### src/rtl/telem_frame_tx.sv
// telem_frame_tx: snapshots car telemetry and sends it as a checksummed UART 8N1 frame.
// Define TELEM_SEQ_EN to insert a frame sequence byte after the A5 5A header.
module telem_frame_tx #(
  parameter int CLK_FREQ     = 50_000_000,
  parameter int BAUD         = 9600,
  parameter int FRAME_PERIOD = 5_000_000
) (
  input  logic        clk,
  input  logic        rst,
  input  logic        tx_en,
  input  logic        send_req,
  input  logic [12:0] distance_data_f,
  input  logic [12:0] distance_data_b,
  input  logic [12:0] distance_data_l,
  input  logic [12:0] distance_data_r,
  input  logic [7:0]  close_flag,
  input  logic [3:0]  state_ctrl,
  output logic        uart_txd,
  output logic        busy,
  output logic        frame_done
);

  localparam int BAUD_DIV = CLK_FREQ / BAUD;
  localparam int BW = $clog2(BAUD_DIV + 1);
  localparam int PW = $clog2(FRAME_PERIOD + 1);
`ifdef TELEM_SEQ_EN
  localparam int OFS = 1;
`else
  localparam int OFS = 0;
`endif
  localparam int NBODY  = 10 + OFS;
  localparam int NBYTES = NBODY + 3;
  localparam logic [BW-1:0] BIT_LAST  = BW'(BAUD_DIV - 1);
  localparam logic [PW-1:0] PER_LAST  = PW'(FRAME_PERIOD - 1);
  localparam logic [3:0]    BYTE_LAST = 4'(NBYTES - 1);

  typedef enum logic [2:0] {
    IDLE, START, DATA, STOP, DONE
  } state_t;

  state_t        state;
  logic [PW-1:0] per_cnt;
  logic          tick;
  logic          trigger;
  logic          pending;
  logic [BW-1:0] baud_cnt;
  logic          bit_end;
  logic [2:0]    bit_idx;
  logic [3:0]    byte_idx;
  logic [7:0]    shreg;
  logic [12:0]   s_f, s_b, s_l, s_r;
  logic [7:0]    s_close;
  logic [3:0]    s_state;
  logic [7:0]    body [NBODY];
  logic [7:0]    chk;
  logic [7:0]    cur_byte;
`ifdef TELEM_SEQ_EN
  logic [7:0]    seq_cnt;
`endif

  assign tick    = (per_cnt == PER_LAST);
  assign trigger = tx_en & (tick | send_req);
  assign bit_end = (baud_cnt == BIT_LAST);

  always_ff @(posedge clk or posedge rst) begin
    if (rst) begin
      per_cnt <= '0;
    end else if (tick) begin
      per_cnt <= '0;
    end else begin
      per_cnt <= per_cnt + 1'b1;
    end
  end

  always_comb begin
    body[OFS+0] = {3'b0, s_f[12:8]};
    body[OFS+1] = s_f[7:0];
    body[OFS+2] = {3'b0, s_b[12:8]};
    body[OFS+3] = s_b[7:0];
    body[OFS+4] = {3'b0, s_l[12:8]};
    body[OFS+5] = s_l[7:0];
    body[OFS+6] = {3'b0, s_r[12:8]};
    body[OFS+7] = s_r[7:0];
    body[OFS+8] = s_close;
    body[OFS+9] = {4'b0, s_state};
`ifdef TELEM_SEQ_EN
    body[0] = seq_cnt;
`endif
    chk = 8'h00;
    for (int i = 0; i < NBODY; i++) begin
      chk = chk + body[i];
    end
  end

  always_comb begin
    cur_byte = 8'h00;
    unique case (1'b1)
      byte_idx == 4'd0:      cur_byte = 8'hA5;
      byte_idx == 4'd1:      cur_byte = 8'h5A;
      byte_idx == BYTE_LAST: cur_byte = chk;
      default:               cur_byte = body[byte_idx - 4'd2];
    endcase
  end

  always_ff @(posedge clk or posedge rst) begin
    if (rst) begin
      state      <= IDLE;
      pending    <= 1'b0;
      uart_txd   <= 1'b1;
      busy       <= 1'b0;
      frame_done <= 1'b0;
      baud_cnt   <= '0;
      bit_idx    <= '0;
      byte_idx   <= '0;
      shreg      <= '0;
      s_f        <= '0;
      s_b        <= '0;
      s_l        <= '0;
      s_r        <= '0;
      s_close    <= '0;
      s_state    <= '0;
`ifdef TELEM_SEQ_EN
      seq_cnt    <= '0;
`endif
    end else begin
      frame_done <= 1'b0;
      // A trigger in the start cycle re-arms the request just consumed
      if (state == IDLE && pending) begin
        pending <= trigger;
      end else if (trigger) begin
        pending <= 1'b1;
      end
      unique case (state)
        IDLE: begin
          if (pending) begin
            s_f      <= distance_data_f;
            s_b      <= distance_data_b;
            s_l      <= distance_data_l;
            s_r      <= distance_data_r;
            s_close  <= close_flag;
            s_state  <= state_ctrl;
            busy     <= 1'b1;
            uart_txd <= 1'b0;
            baud_cnt <= '0;
            byte_idx <= '0;
            state    <= START;
          end
        end
        START: begin
          if (bit_end) begin
            baud_cnt <= '0;
            bit_idx  <= '0;
            uart_txd <= cur_byte[0];
            shreg    <= {1'b0, cur_byte[7:1]};
            state    <= DATA;
          end else begin
            baud_cnt <= baud_cnt + 1'b1;
          end
        end
        DATA: begin
          if (bit_end) begin
            baud_cnt <= '0;
            if (bit_idx == 3'd7) begin
              uart_txd <= 1'b1;
              state    <= STOP;
            end else begin
              uart_txd <= shreg[0];
              shreg    <= {1'b0, shreg[7:1]};
              bit_idx  <= bit_idx + 3'd1;
            end
          end else begin
            baud_cnt <= baud_cnt + 1'b1;
          end
        end
        STOP: begin
          if (bit_end) begin
            baud_cnt <= '0;
            if (byte_idx == BYTE_LAST) begin
              busy       <= 1'b0;
              frame_done <= 1'b1;
`ifdef TELEM_SEQ_EN
              seq_cnt    <= seq_cnt + 8'd1;
`endif
              state      <= DONE;
            end else begin
              byte_idx <= byte_idx + 4'd1;
              uart_txd <= 1'b0;
              state    <= START;
            end
          end else begin
            baud_cnt <= baud_cnt + 1'b1;
          end
        end
        DONE: begin
          state <= IDLE;
        end
        default: begin
          state <= IDLE;
        end
      endcase
    end
  end

endmodule
### config.mk
export PLATFORM = sky130hd
export DESIGN_NAME = telem_frame_tx
export DESIGN_NICKNAME = d
export VERILOG_FILES = /design/src/rtl/telem_frame_tx.sv
export SDC_FILE = /design/constraint.sdc
export NUM_CORES = 1
export LEC_CHECK = 0
export BUFFER_PORTS_ARGS = -buffer_cell sky130_fd_sc_hd__buf_2
export CAP_MARGIN = 20
export CORE_AREA = 5 5 110 154
export DETAILED_ROUTE_END_ITERATION = 8
export DIE_AREA = 0 0 115 159
export PLACE_DENSITY_LB_ADDON = 0.15
export SLEW_MARGIN = 20
export SYNTH_ARGS = -nofsm -noshare
export SYNTH_HDL_FRONTEND = slang
export SYNTH_SLANG_ARGS = --single-unit
### constraint.sdc
create_clock -name clk -period 9.9 [get_ports clk]
set_clock_uncertainty 0.2 [all_clocks]
set_input_delay 2.97 -clock clk [delete_from_list [all_inputs] [get_ports clk]]
set_output_delay 2.97 -clock clk [all_outputs]
set_load 0.02 [all_outputs]
==> results of run 1 <==
routing by layer:
| metal | track usage [%] | wire, um |
|---|---|---|
| met5 | 0 | 0 |
| met4 | 6.514 | 336 |
| met2 | 30.27 | 7899 |
| met1 | 22.33 | 6316 |
| met3 | 4.487 | 635 |
layout make-up:
type / count / area share, %
clock buffers: 20 / 5.570
well taps: 196 / 2.927
flip-flops and latches: 121 / 36.16
clock inverters: 12 / 1.478
inverters: 59 / 2.673
repair buffers: 75 / 4.630
multi-input cells: 447 / 46.57
registers in the layout (all words and copies together) (netlist names):
register,count
bit_idx,3
baud_cnt,13
s_f,13
pending,1
per_cnt,23
s_state,4
shreg,7
s_close,8
busy,1
frame_done,1
s_b,13
byte_idx,4
uart_txd,1
s_r,13
state,3
s_l,13
worst register-to-register path, delay by kind of cell (launching register included):
kind | cells | cell delay [ns]
compound gates | 5 | 0.86
flops | 1 | 0.35
buf+inv | 4 | 0.24
fa+ha+maj | 6 | 3.07
xor+xnor | 1 | 0.17
worst min path at each step:
stage,startpoint,endpoint,slack [ns]
6_report,shreg[4]$_DFFE_PP0P_,shreg[4]$_DFFE_PP0P_,0.27
2_1_floorplan,per_cnt[4]$_DFF_PP0_,per_cnt[4]$_DFF_PP0_,0.24
3_3_place_gp,shreg[1]$_DFFE_PP0P_,shreg[1]$_DFFE_PP0P_,0.25
3_5_place_dp,shreg[4]$_DFFE_PP0P_,shreg[4]$_DFFE_PP0P_,0.26
5_1_grt,per_cnt[4]$_DFF_PP0_,per_cnt[4]$_DFF_PP0_,0.31
4_1_cts,shreg[4]$_DFFE_PP0P_,shreg[4]$_DFFE_PP0P_,0.27
kinds of logic after synthesis:
logic type | Yosys count | synth area share [%]
adder cells (fa/ha/maj) | 67 | 15.81
XOR/XNOR | 49 | 6.111
AO/OA/AOI/OAI | 74 | 6.249
AND/OR/NAND/NOR | 188 | 12.88
flip-flops | 121 | 41.79
multiplexers | 69 | 12.58
buffers and inverters | 85 | 4.574
placed cells by master (no fill, tap or decap), drive strengths merged, types with 2 or more instances in the layout:
| master | count |
|---|---|
| nor2 | 43 |
| dfrtp | 120 |
| bufinv | 2 |
| o31ai | 7 |
| ha | 26 |
| mux4 | 13 |
| inv | 59 |
| fa | 41 |
| or2 | 3 |
| and3 | 9 |
| nor4b | 4 |
| nor3b | 4 |
| nand2 | 67 |
| a22o | 3 |
| nand3 | 22 |
| nand4 | 7 |
| mux2 | 47 |
| a31oi | 6 |
| clkbuf | 20 |
| and4 | 5 |
| mux2i | 9 |
| xnor2 | 30 |
| nor3 | 11 |
| or3 | 2 |
| a21oi | 10 |
| nand2b | 5 |
| clkinv | 9 |
| buf | 75 |
| o21ai | 38 |
| xor2 | 18 |
| a21o | 2 |
report_power, final:
part	leakage [nW]	switching, mW	internal (mW)
Combinational	1.99	0.280	0.251
Sequential	1.50	0.0125	0.508
Clock	0.295	0.225	0.388
metrics by stage:
step           cell area (sq um)  setup WS, ns  std cells  utilization (%)
2_1_floorplan               7248         3.517        653                -
3_3_place_gp                7782         4.928        898            50.52
3_5_place_dp                7782         4.847        898            50.52
4_1_cts                     8373         4.840        930            54.35
5_1_grt                     8378         4.568        930            54.39
6_report                    8378         4.864        930            54.39
==> results summary, run 1 <==
The slowest stage of the critical path is the fa_1 cell. The number of antenna violations at the first check in global routing came to 0. The launching element of the worst setup path is s_f[2]$_DFFE_PP0P_. The post-synth net total came out at 788. TritonCTS built the clock tree. The clock net sink count came out at 121. Entering global routing, the biggest net connects 83 pins.

The sequential share of the synthesized area is 41.79%. The total of fill cells in the finished design is 1,362. The worst setup path is launched from a flip-flop. The arrival time at the worst endpoint is 5.11 ns.

The Yosys step of the flow raised 0 warnings. On the critical path the largest part of the delay comes from adder cells. Port buffering added 70 buffers.

The number of nets in the layout is 856. The number of iterations in the first detailed-routing pass is 4. Using the TritonRoute via totals, the vias-per-cell ratio works out to 5.314. The register-to-register setup slack came out at 4.86 ns. The via count is 4,942.

The total CTS buffers is 17. The detailed-route wire length is 15,190 um. The worst setup path is captured at a flip-flop. The run finished with clean final reports.

The critical path depth in cells is 16. The total count of max-transition violations in the final report is 0. Summed over all instances, the cell type with the most area after synthesis is dfrtp_1. The cell that appears most often on the critical path is fa_1. The antenna diode count came out at 0.

The per-cell routed wire length is 16.33 um. Dividing total power by cell area gives a power density of 198.7 mW/mm^2. The signal on the critical path passes through inv_1 -> fa_1 -> inv_1 -> fa_1 -> fa_1 -> inv_1 -> fa_1 -> inv_1 -> fa_1 -> fa_1 -> a21o_1 -> a21oi_1 -> xor2_1 -> o21bai_1 -> a221oi_1 -> o31ai_1. The depth of the worst register-to-register path is 16.

The full die area is 0.01829 sq mm. A synthesized cell averages 11.10 sq um. The quantity of hold-fixing buffers added after cts came out at 0. The tightest hold path in the finished design has a slack of 0.2716 ns.

The final critical-path share of the clock period came out at 50.87%. The capturing point of the worst reg2reg path is shreg[4]$_DFFE_PP0P_. The die is 159 um tall.

The number of register bits inferred by synthesis is 121. Setup repair after global routing left no endpoint under its margin. The number of buffers added for setup after CTS is 0. The clock transition time at the flip-flop clock pins of the worst setup and hold paths came out at 0.06 ns. The count of unresolved DRC violations after routing came out at 0. In the final layout, the multi-input gates occupy 0.003901 sq mm. The count of H-tree levels built during CTS came out at 4. The overall fraction of global-route tracks in use came out at 18.03%.

The count of cells resized by post-cts repair came out at 0. Counting both buffers and inverters, the worst setup path holds a total of 4. The proportion of layout cells with a drive suffix above 1 is 24.80%.

The actual transition at the worst max-transition pin is 0.9378 ns. The weighted congestion reported at the end of routability-driven placement came out at 0.8579. The HPWL after detailed placement came out at 11,220 um. The count of cell types in the netlist came out at 55.

The worst setup path endpoint is shreg[4]$_DFFE_PP0P_. The number of violations of the max-capacitance limit is 0. The number of synthesized flops with an enable pin came out at 0. The detail route stage leaves a number of antenna-violating nets equal to 0. The area share of the largest cell type after synthesis came out at 41.43%.

The class of the most critical hold timing path is flip-flop to flip-flop. The worst setup path is of the flip-flop to flip-flop kind. The overall power of the completed layout is 1.665 mW. The first global-routing pass estimated 26,380 um of wire.

The number of violations reported at the end of detailed-routing iteration 0 is 271. The final number of hold-violating endpoints is 0. The floorplan step defined a core boundary enclosing 0.01540 sq mm. Counting instances in the post-synthesis netlist gives the leading cell types as 120 x dfrtp_1, 67 x nand2_1, 59 x inv_1. Clock latency on the worst-skew pair, taken at its later pin, is 0.41 ns. The maximum clock frequency is 198.6 MHz. The total overflow left after global routing is 0. The buffer levels on the longest clock path came out at 2. The root buffer cell chosen for the clock tree is clkbuf_16.

In the post-synthesis netlist, the cell with the most instances is dfrtp_1. The shortest clock period the worst path allows after layout came out at 5.036 ns. The maximum ir drop on the vdd rail came out at 130.1 uV. Once the floorplan was initialized, standard cells occupied 47.05% of the core.

For this design the top-level I/O count stands at 71. The worst path required time came out at 9.98 ns. The post-synthesis instance area came out at 0.007248 sq mm. In this run the critical register-to-register path is launched from s_f[2]$_DFFE_PP0P_.

Measured against its own limit, the worst slew margin works out to 37.48%. The register cell area after layout is 0.003029 sq mm. Synthesis produced a netlist whose cell count is 653. The leakage power of the design is 3.779 nW. The total of endpoints with negative setup slack in the final report is 0.

The peak fanout along the critical path came out at 2. The layout overhead on the synthesized area is 15.59%. The share of synthesized registers carrying an async set or reset came out at 100.0%. The total number of placement rows is 54. From left edge to right edge, the die measures 115 um. In the post-synthesis netlist, the biggest area contributors are dfrtp_1 41%, fa_1 11%, mux2_2 7.3%, ha_1 4.5%, mux4_2 4.0%. Among all flip-flop cells after synthesis, the most frequent one is dfrtp_1. The maximum single-stage delay on the critical path is 0.54 ns. The number of global-route vias before repair came to 5,458.

The cell depth of the worst hold path is 2. The total negative slack came out at 0 ns.
Power figures use the tool's default switching activity.
==> inputs of run 2 (changes only) <==
--- a/config.mk
+++ b/config.mk
@@ -5,11 +5,12 @@
 export SDC_FILE = /design/constraint.sdc
 export NUM_CORES = 1
 export LEC_CHECK = 0
+export ABC_AREA = 1
 export BUFFER_PORTS_ARGS = -buffer_cell sky130_fd_sc_hd__buf_2
 export CAP_MARGIN = 20
-export CORE_AREA = 5 5 110 154
+export CORE_AREA = 5 5 113 158
 export DETAILED_ROUTE_END_ITERATION = 8
-export DIE_AREA = 0 0 115 159
+export DIE_AREA = 0 0 118 163
 export PLACE_DENSITY_LB_ADDON = 0.15
 export SLEW_MARGIN = 20
 export SYNTH_ARGS = -nofsm -noshare
==> constraint.sdc (replaced) <==
create_clock -name clk -period 4.67 [get_ports clk]
set_clock_uncertainty 0.2 [all_clocks]
set_input_delay 1.401 -clock clk [delete_from_list [all_inputs] [get_ports clk]]
set_output_delay 1.401 -clock clk [all_outputs]
set_load 0.02 [all_outputs]
==> run 2 against run 1 <==
Combinational power rose by 140%; via count rose by 29%; critical path depth rose by 3; sequential power rose by 110%; largest cell class unchanged; worst setup slack got worse by 4.7 ns; sequential share of layout area fell by 2.2 points; maximum frequency rose by 12%.
==> results summary, run 2 <==
The worst setup path is captured at a flip-flop. Max-cap violations in this run came to 0. The worst-skew pair later-pin latency is 0.42 ns. The share of total power in sequential cells came out at 29.3%. The number of cells on the worst reg-to-reg path is 19. By count the netlist is led by 228 x nand2_1, 159 x inv_1, 120 x dfrtp_1.

Setup repair after global routing could not meet its margin everywhere. The arrival time at the worst endpoint came out at 4.59 ns. The tree is rooted in a clkbuf_16. The quantity of hold-fixing buffers added after cts came out at 0. The launch instance of the worst min-delay path is shreg[6]$_DFFE_PP0P_. The mean number of vias per cell is 5.140.

In the layout the commonest cells are 227 x nand2_1, 156 x inv_1, 120 x dfrtp_1. The HPWL after detailed placement is 13,980 um. Relative to the synthesized area, the layout overhead comes to 16.11%. The clock tree from TritonCTS is done. The library cell used most frequently in the layout, excluding fill and tap cells, is nand2_1. Buffers inserted during clock tree synthesis total 17. For this run, the leading register cell type out of synthesis is dfrtp_1. The overflow left after global routing is 0. Net switching is 32.84% of the power.

After layout, the worst path uses 95.91% of the clock period. By area the synthesized netlist is led by dfrtp_1 39%, nand2_1 11%, fa_1 11%, inv_1 7.8%, o21ai_0 6.1%. The flow ran to the end, and the final reports show no timing, DRC or antenna violations.

During placement, the flow inserted port buffers numbering 70. The most frequent cell after synthesis is nand2_1. The y dimension of the die came out at 163 um. For the worst setup path, the data required time is 4.78 ns. The setup path with the least slack is of type flip-flop to flip-flop. The total negative slack is 0 ns.

Clock-pin slew was measured on the worst setup and hold paths at 0.06 ns. The via count is 6,358. The overall fraction of global-route tracks in use is 20.86%. The worst hold margin came out at 0.2889 ns. The number of primary I/O pins is 71. The horizontal die dimension came out at 118 um. The maximum number of pins on one net before global-route repair is 109. The share of synthesized area in the top cell type comes to 39.13%.

The path with the worst hold slack has its endpoint at shreg[6]$_DFFE_PP0P_. The peak fanout along the critical path came out at 3. The pre-antenna-repair detailed-routing pass consisted of 4 iterations. The count of H-tree levels built during CTS is 4. Internal power comes to 2.517 mW. The detailed-route wire length is 19,180 um. The critical path starts at s_f[2]$_DFFE_PP0P_.

The antenna diode count is 0. The first global-routing pass estimated 31,970 um of wire. The count of unresolved DRC violations after routing is 0.

The initial core utilization is 46.80%. The startpoint identified for the worst register-to-register timing path is s_f[2]$_DFFE_PP0P_. The maximum ir drop on the vdd rail came out at 266.8 uV. The shortest clock period the worst path allows after layout came out at 4.479 ns. The share of synthesized registers carrying an async set or reset is 100.0%. The sequential share of the synthesized area came out at 39.47%. The number of routed nets with antenna violations came out at 0. The weighted congestion reported at the end of routability-driven placement came out at 0.8772.

Setup violations remaining at the end of the flow were counted as 0. The number of synthesized flops with an enable pin is 0. The number of nets in the layout came out at 1,156. The number of flip-flops under the largest register name is 23.

The normalized max-slew margin is 37.21%. The worst register-to-register path ends at shreg[5]$_DFFE_PP0P_. The maximum clock frequency came out at 223.3 MHz. The number of antenna violations at the first check in global routing came out at 0. The dominant cell type by area after synthesis is dfrtp_1. The die covers 0.01923 sq mm. The combinational group share of total power is 34.2%. The overall power of the completed layout is 3.748 mW.

In the final routed layout, each cell accounts on average for 15.50 um. The worst setup path is launched from a flip-flop. The average instance area after synthesis came out at 8.095 sq um. The clock net sink count came out at 121. Row generation in the floorplan step produced 56 rows. The leakage power of the design is 4.473 nW. The number of global-route vias before repair is 6,479. The proportion of layout cells with a drive suffix above 1 came out at 15.09%. The switching component of the power is 1.231 mW. The Yosys step of the flow raised 0 warnings. The count of cell types in the netlist is 47. The total count of max-transition violations in the final report is 0.

The region available for standard cell placement spans 0.01640 sq mm. The largest register by flop count is per_cnt. The ratio of total power to cell area is 420.6 mW/mm^2. The actual transition at the worst max-transition pin came out at 0.9419 ns.

The longest clock path from root to sink contains 2 buffers. The post-synth net total came out at 1,083. The final number of hold-violating endpoints came out at 0.

The number of register bits inferred by synthesis came out at 121. The clock network fraction of design power came out at 36.5%. The setup check on the worst reg-to-reg path leaves a slack of 0.19 ns. The number of buffers added for setup after CTS is 0.

The number of cells in the finished layout apart from fillers is 1,237. The cell count after placement came out at 1,205. After technology mapping, the gate count stands at 948. The class of the most critical hold timing path is flip-flop to flip-flop. In this run the cell area of the synthesized design comes to 0.007674 sq mm. The cell depth of the worst hold path came out at 2.

The number of violations reported at the end of detailed-routing iteration 0 came out at 358.
[run 2: area by class of cell]
cell class / instances / area (sq um)
Timing Repair Buffer: 77 / 415.4
Sequential cell: 121 / 3029
Clock inverter: 12 / 147.6
Multi-Input combinational cell: 636 / 3965
Tap cell: 203 / 254.0
Inverter: 168 / 641.9
Clock buffer: 20 / 456.7
Fill cell: 1593 / 7486
[run 2: power groups by stage]
stage                     clock (mW)  combinational [mW]  sequential, mW
after floorplan                    0               0.859            1.11
after global placement             0                1.07            1.12
after detailed placement           0                1.09            1.12
after CTS                       1.39                1.11            1.10
after global routing            1.44                1.50            1.10
final                           1.37                1.28            1.10
[run 2: repair_timing]
action,CTS,global route
endpoints found under the setup margin,1,5
pin swaps,0,10
endpoints found under the hold margin,0,0
gates resized for setup,1,14
[run 2: per-stage QoR]
stage / cell area (sq um) / worst slack, ns / util [%]
2_1_floorplan: 7677 / 0.1784 / -
3_3_place_gp: 8249 / 0.03155 / 50.31
3_5_place_dp: 8249 / -0.02927 / 50.31
4_1_cts: 8853 / 0.03202 / 54.00
5_1_grt: 8910 / -0.03369 / 54.34
6_report: 8910 / 0.1911 / 54.34
[run 2: kinds of logic after synthesis]
family | share of synthesized area, %
compound gates | 12.36
simple gates | 22.27
fa+ha+maj | 14.94
buf+inv | 9.587
flops | 39.48
xor+xnor | 1.370
[run 2: how the worst max path moves through the flow]
stage / to / slack [ns] / cells after the start
after floorplan: shreg[2]$_DFFE_PP0P_ / 0.18 / 14
after global placement: shreg[5]$_DFFE_PP0P_ / 0.03 / 19
after detailed placement: shreg[5]$_DFFE_PP0P_ / -0.03 / 19
after CTS: shreg[5]$_DFFE_PP0P_ / 0.03 / 19
after global routing: shreg[5]$_DFFE_PP0P_ / -0.03 / 19
final: shreg[5]$_DFFE_PP0P_ / 0.19 / 19
[run 2: per-layer routing]
layer / up-vias / wire (um) / GRT usage [%]
met4: 0 / 438 / 7.929
met2: 100 / 10310 / 37.59
met5: - / 0 / 0
li1: 3181 / - / -
met3: 38 / 636 / 3.822
met1: 3039 / 7790 / 24.68
[run 2: worst max-delay path: stages (launching register included)]
cell and delay [ns]:
dfrtp_1 0.35, inv_2 0.05, fa_1 0.53, inv_1 0.05
fa_1 0.49, fa_2 0.57, inv_1 0.05, fa_1 0.52
inv_1 0.05, fa_2 0.47, ha_4 0.29, nand3_2 0.08
nand2_2 0.08, nand2_1 0.06, a21boi_2 0.16, o21ai_1 0.07
nand2_1 0.06, nor2_1 0.04, o21ai_1 0.13, nand2_1 0.06
==> inputs of run 3 (changes only) <==
--- a/config.mk
+++ b/config.mk
@@ -8,9 +8,9 @@
 export ABC_AREA = 1
 export BUFFER_PORTS_ARGS = -buffer_cell sky130_fd_sc_hd__buf_2
 export CAP_MARGIN = 20
-export CORE_AREA = 5 5 113 158
+export CORE_AREA = 5 5 119 167
 export DETAILED_ROUTE_END_ITERATION = 8
-export DIE_AREA = 0 0 118 163
+export DIE_AREA = 0 0 124 172
 export PLACE_DENSITY_LB_ADDON = 0.15
 export SLEW_MARGIN = 20
 export SYNTH_ARGS = -nofsm -noshare
==> run 3 against run 2 <==
Non-clock buffer count increased by 3; flip-flop and latch count unchanged; core utilization fell by 5.1 points; power shrank 0.99%; largest power group is now combinational logic; highest routed layer unchanged; cell count grew 3.6%; cell area rose by 0.81%; first-iteration DRC count decreased by 8.1%.
==> results summary, run 3 (same netlist as run 2, synthesis figures left out) <==
The flow ran to the end, and the final reports show no timing, DRC or antenna violations. In this run the number of H-tree levels came out at 4. The switching component of the power is 1.228 mW. The total number of placement rows came out at 59. The number of I/O port buffers is 70.

The pre-antenna-repair detailed-routing pass consisted of 5 iterations. The final number of hold-violating endpoints came to 0. The worst-case setup slack after placement is 0.01657 ns. The post-route netlist has 15.14% of its cells at a drive strength greater than 1. The critical path capture point type is a flip-flop.

The initial core utilization came out at 42.08%. The ratio of total power to cell area is 413.1 mW/mm^2. The HPWL after detailed placement is 14,460 um. Based on the critical path, the design can be clocked at up to 226.4 MHz. The later pin in the worst-skew pair is clocked with a latency of 0.42 ns. The number of global-route vias before repair came out at 6,589.

The overall fraction of global-route tracks in use came out at 19.58%. The arrival time at the worst endpoint is 4.52 ns. In this run the worst path has a maximum fanout of 5. The number of violations of the max-capacitance limit is 0.

The clock transition time at the flip-flop clock pins of the worst setup and hold paths is 0.05 ns. The critical path is of the flip-flop to flip-flop type. In this run the worst setup path begins at s_f[3]$_DFFE_PP0P_. The actual transition at the worst max-transition pin came out at 1.007 ns. The clock passes through at most 2 buffers. The number of flip-flops under the largest register name came out at 23. CTS placed an instance of clkbuf_16 at the clock tree root. The number of routed nets with antenna violations is 0. The switching portion of total power is 33.09%.

The antenna diode count came out at 0. The share of total power in sequential cells is 29.6%. The clock network fraction of design power is 34.9%.

The worst path meets setup with 0.2524 ns of slack. The floorplan step set the die height to 172 um. The finished layout holds 1,281 standard cells, fillers aside.

Summed over all layers, the global routing overflow is 0. Entering global routing, the biggest net connects 109 pins. TritonCTS built the clock tree.

The number of primary I/O pins came out at 71. The final critical-path share of the clock period is 94.59%. The die is 124 um wide. CTS saw 121 sinks. Leaving out fill and tap cells, the most frequent cell in the layout is nand2_1. The analysis attributes to cell leakage a power of 4.468 nW.

Of the total power, combinational logic draws 35.5%. The startpoint identified for the worst register-to-register timing path is s_f[3]$_DFFE_PP0P_. The quantity of hold-fixing buffers added after cts is 0.

The number of antenna violations at the first check in global routing came out at 0. The largest register by flop count is per_cnt. Including well taps, the total number of placed cells is 1,248.

The worst hold margin came out at 0.2821 ns. Routability-driven placement finished with a final weighted congestion of 0.8598. The layout overhead on the synthesized area is 17.06%. Adding up every negative setup slack in the final design gives 0 ns. The top cell types in the final layout, fill and taps aside, are 227 x nand2_1, 157 x inv_1, 120 x dfrtp_1. The total count of max-transition violations in the final report is 0.

The core outline area is 0.01823 sq mm. The normalized max-slew margin is 32.86%. In this run the worst hold path is classified as flip-flop to flip-flop.

The via count is 6,391. The per-cell routed wire length came out at 15.28 um. Summed over all layers, the routed wires come to 19,570 um. The startpoint identified for the worst hold timing path is shreg[2]$_DFFE_PP0P_. The number of nets in the layout came out at 1,159. The mean number of vias per cell is 4.989. The kind of launch point of the worst setup path is a flip-flop. The total CTS buffers is 17.

The full die area came out at 0.02133 sq mm. The worst path needs 4.418 ns of the cycle, external delays included. The total of endpoints with negative setup slack in the final report came out at 0. VDD sags by at most 219.5 uV. In the routed design, unresolved DRC markers number 0. The first global-routing pass estimated 32,350 um of wire. The internal power of the cells totals 2.483 mW. The worst path required time came out at 4.77 ns. The number of violations reported at the end of detailed-routing iteration 0 came out at 329.
## run 3: final cells by class
type                            count  area, sq um
Clock buffer                       22        464.2
Clock inverter                     10        120.1
Fill cell                        1819         9251
Inverter                          168        641.9
Multi-Input combinational cell    636         3971
Sequential cell                   121         3029
Tap cell                          244        305.3
Timing Repair Buffer               80        450.4
## run 3: what timing repair did
item                       CTS  global route
gates resized for setup      0            15
buffers inserted             0             1
setup endpoints to repair    0             4
## run 3: metal layers
layer	vias up	track usage [%]	routed length, um
li1	3184	-	-
met1	3067	23.24	8173
met2	112	35.30	10280
met3	28	3.632	715
met4	0	6.578	401
met5	-	0	0
## run 3: stage by stage
step / util (%) / cell area, sq um / power (mW)
4_1_cts: 48.88 / 8912 / 3.541
3_3_place_gp: 45.67 / 8328 / 2.200
2_1_floorplan: - / 7677 / 1.971
3_5_place_dp: 45.67 / 8328 / 2.213
6_report: 49.26 / 8982 / 3.711
5_1_grt: 49.26 / 8982 / 4.015
## run 3: power groups by stage
stage	Combinational, mW	Sequential, mW	Clock, mW
2_1_floorplan	0.859	1.11	0
3_3_place_gp	1.08	1.12	0
3_5_place_dp	1.10	1.12	0
4_1_cts	1.12	1.10	1.33
5_1_grt	1.55	1.10	1.37
6_report	1.32	1.10	1.29
## run 3: final timing paths
| check | to | slack [ns] | cells past startpoint |
|---|---|---|---|
| worst max-delay path | shreg[5]$_DFFE_PP0P_ | 0.25 | 19 |
| max in group asynchronous | uart_txd$_DFFE_PP1P_ | 2.66 | 3 |
| min in group asynchronous | per_cnt[14]$_DFF_PP0_ | 0.90 | 2 |
| worst min register to register | shreg[2]$_DFFE_PP0P_ | 0.28 | 2 |
| worst min-delay path | shreg[2]$_DFFE_PP0P_ | 0.28 | 2 |
| worst max register to register | shreg[5]$_DFFE_PP0P_ | 0.25 | 19 |
## run 3: critical path: stages, from the launching register on
cell and delay [ns]:
dfrtp_1 0.35, inv_1 0.07, fa_1 0.53, inv_1 0.05, fa_1 0.53, fa_1 0.45
fa_1 0.51, inv_1 0.05, fa_1 0.49, inv_1 0.06, ha_4 0.28, nand3_1 0.08
nand2_2 0.09, nand2_1 0.06, a21boi_2 0.15, o21ai_0 0.08, nand2_1 0.06, nor2_1 0.05
o21ai_1 0.11, nand2_1 0.06
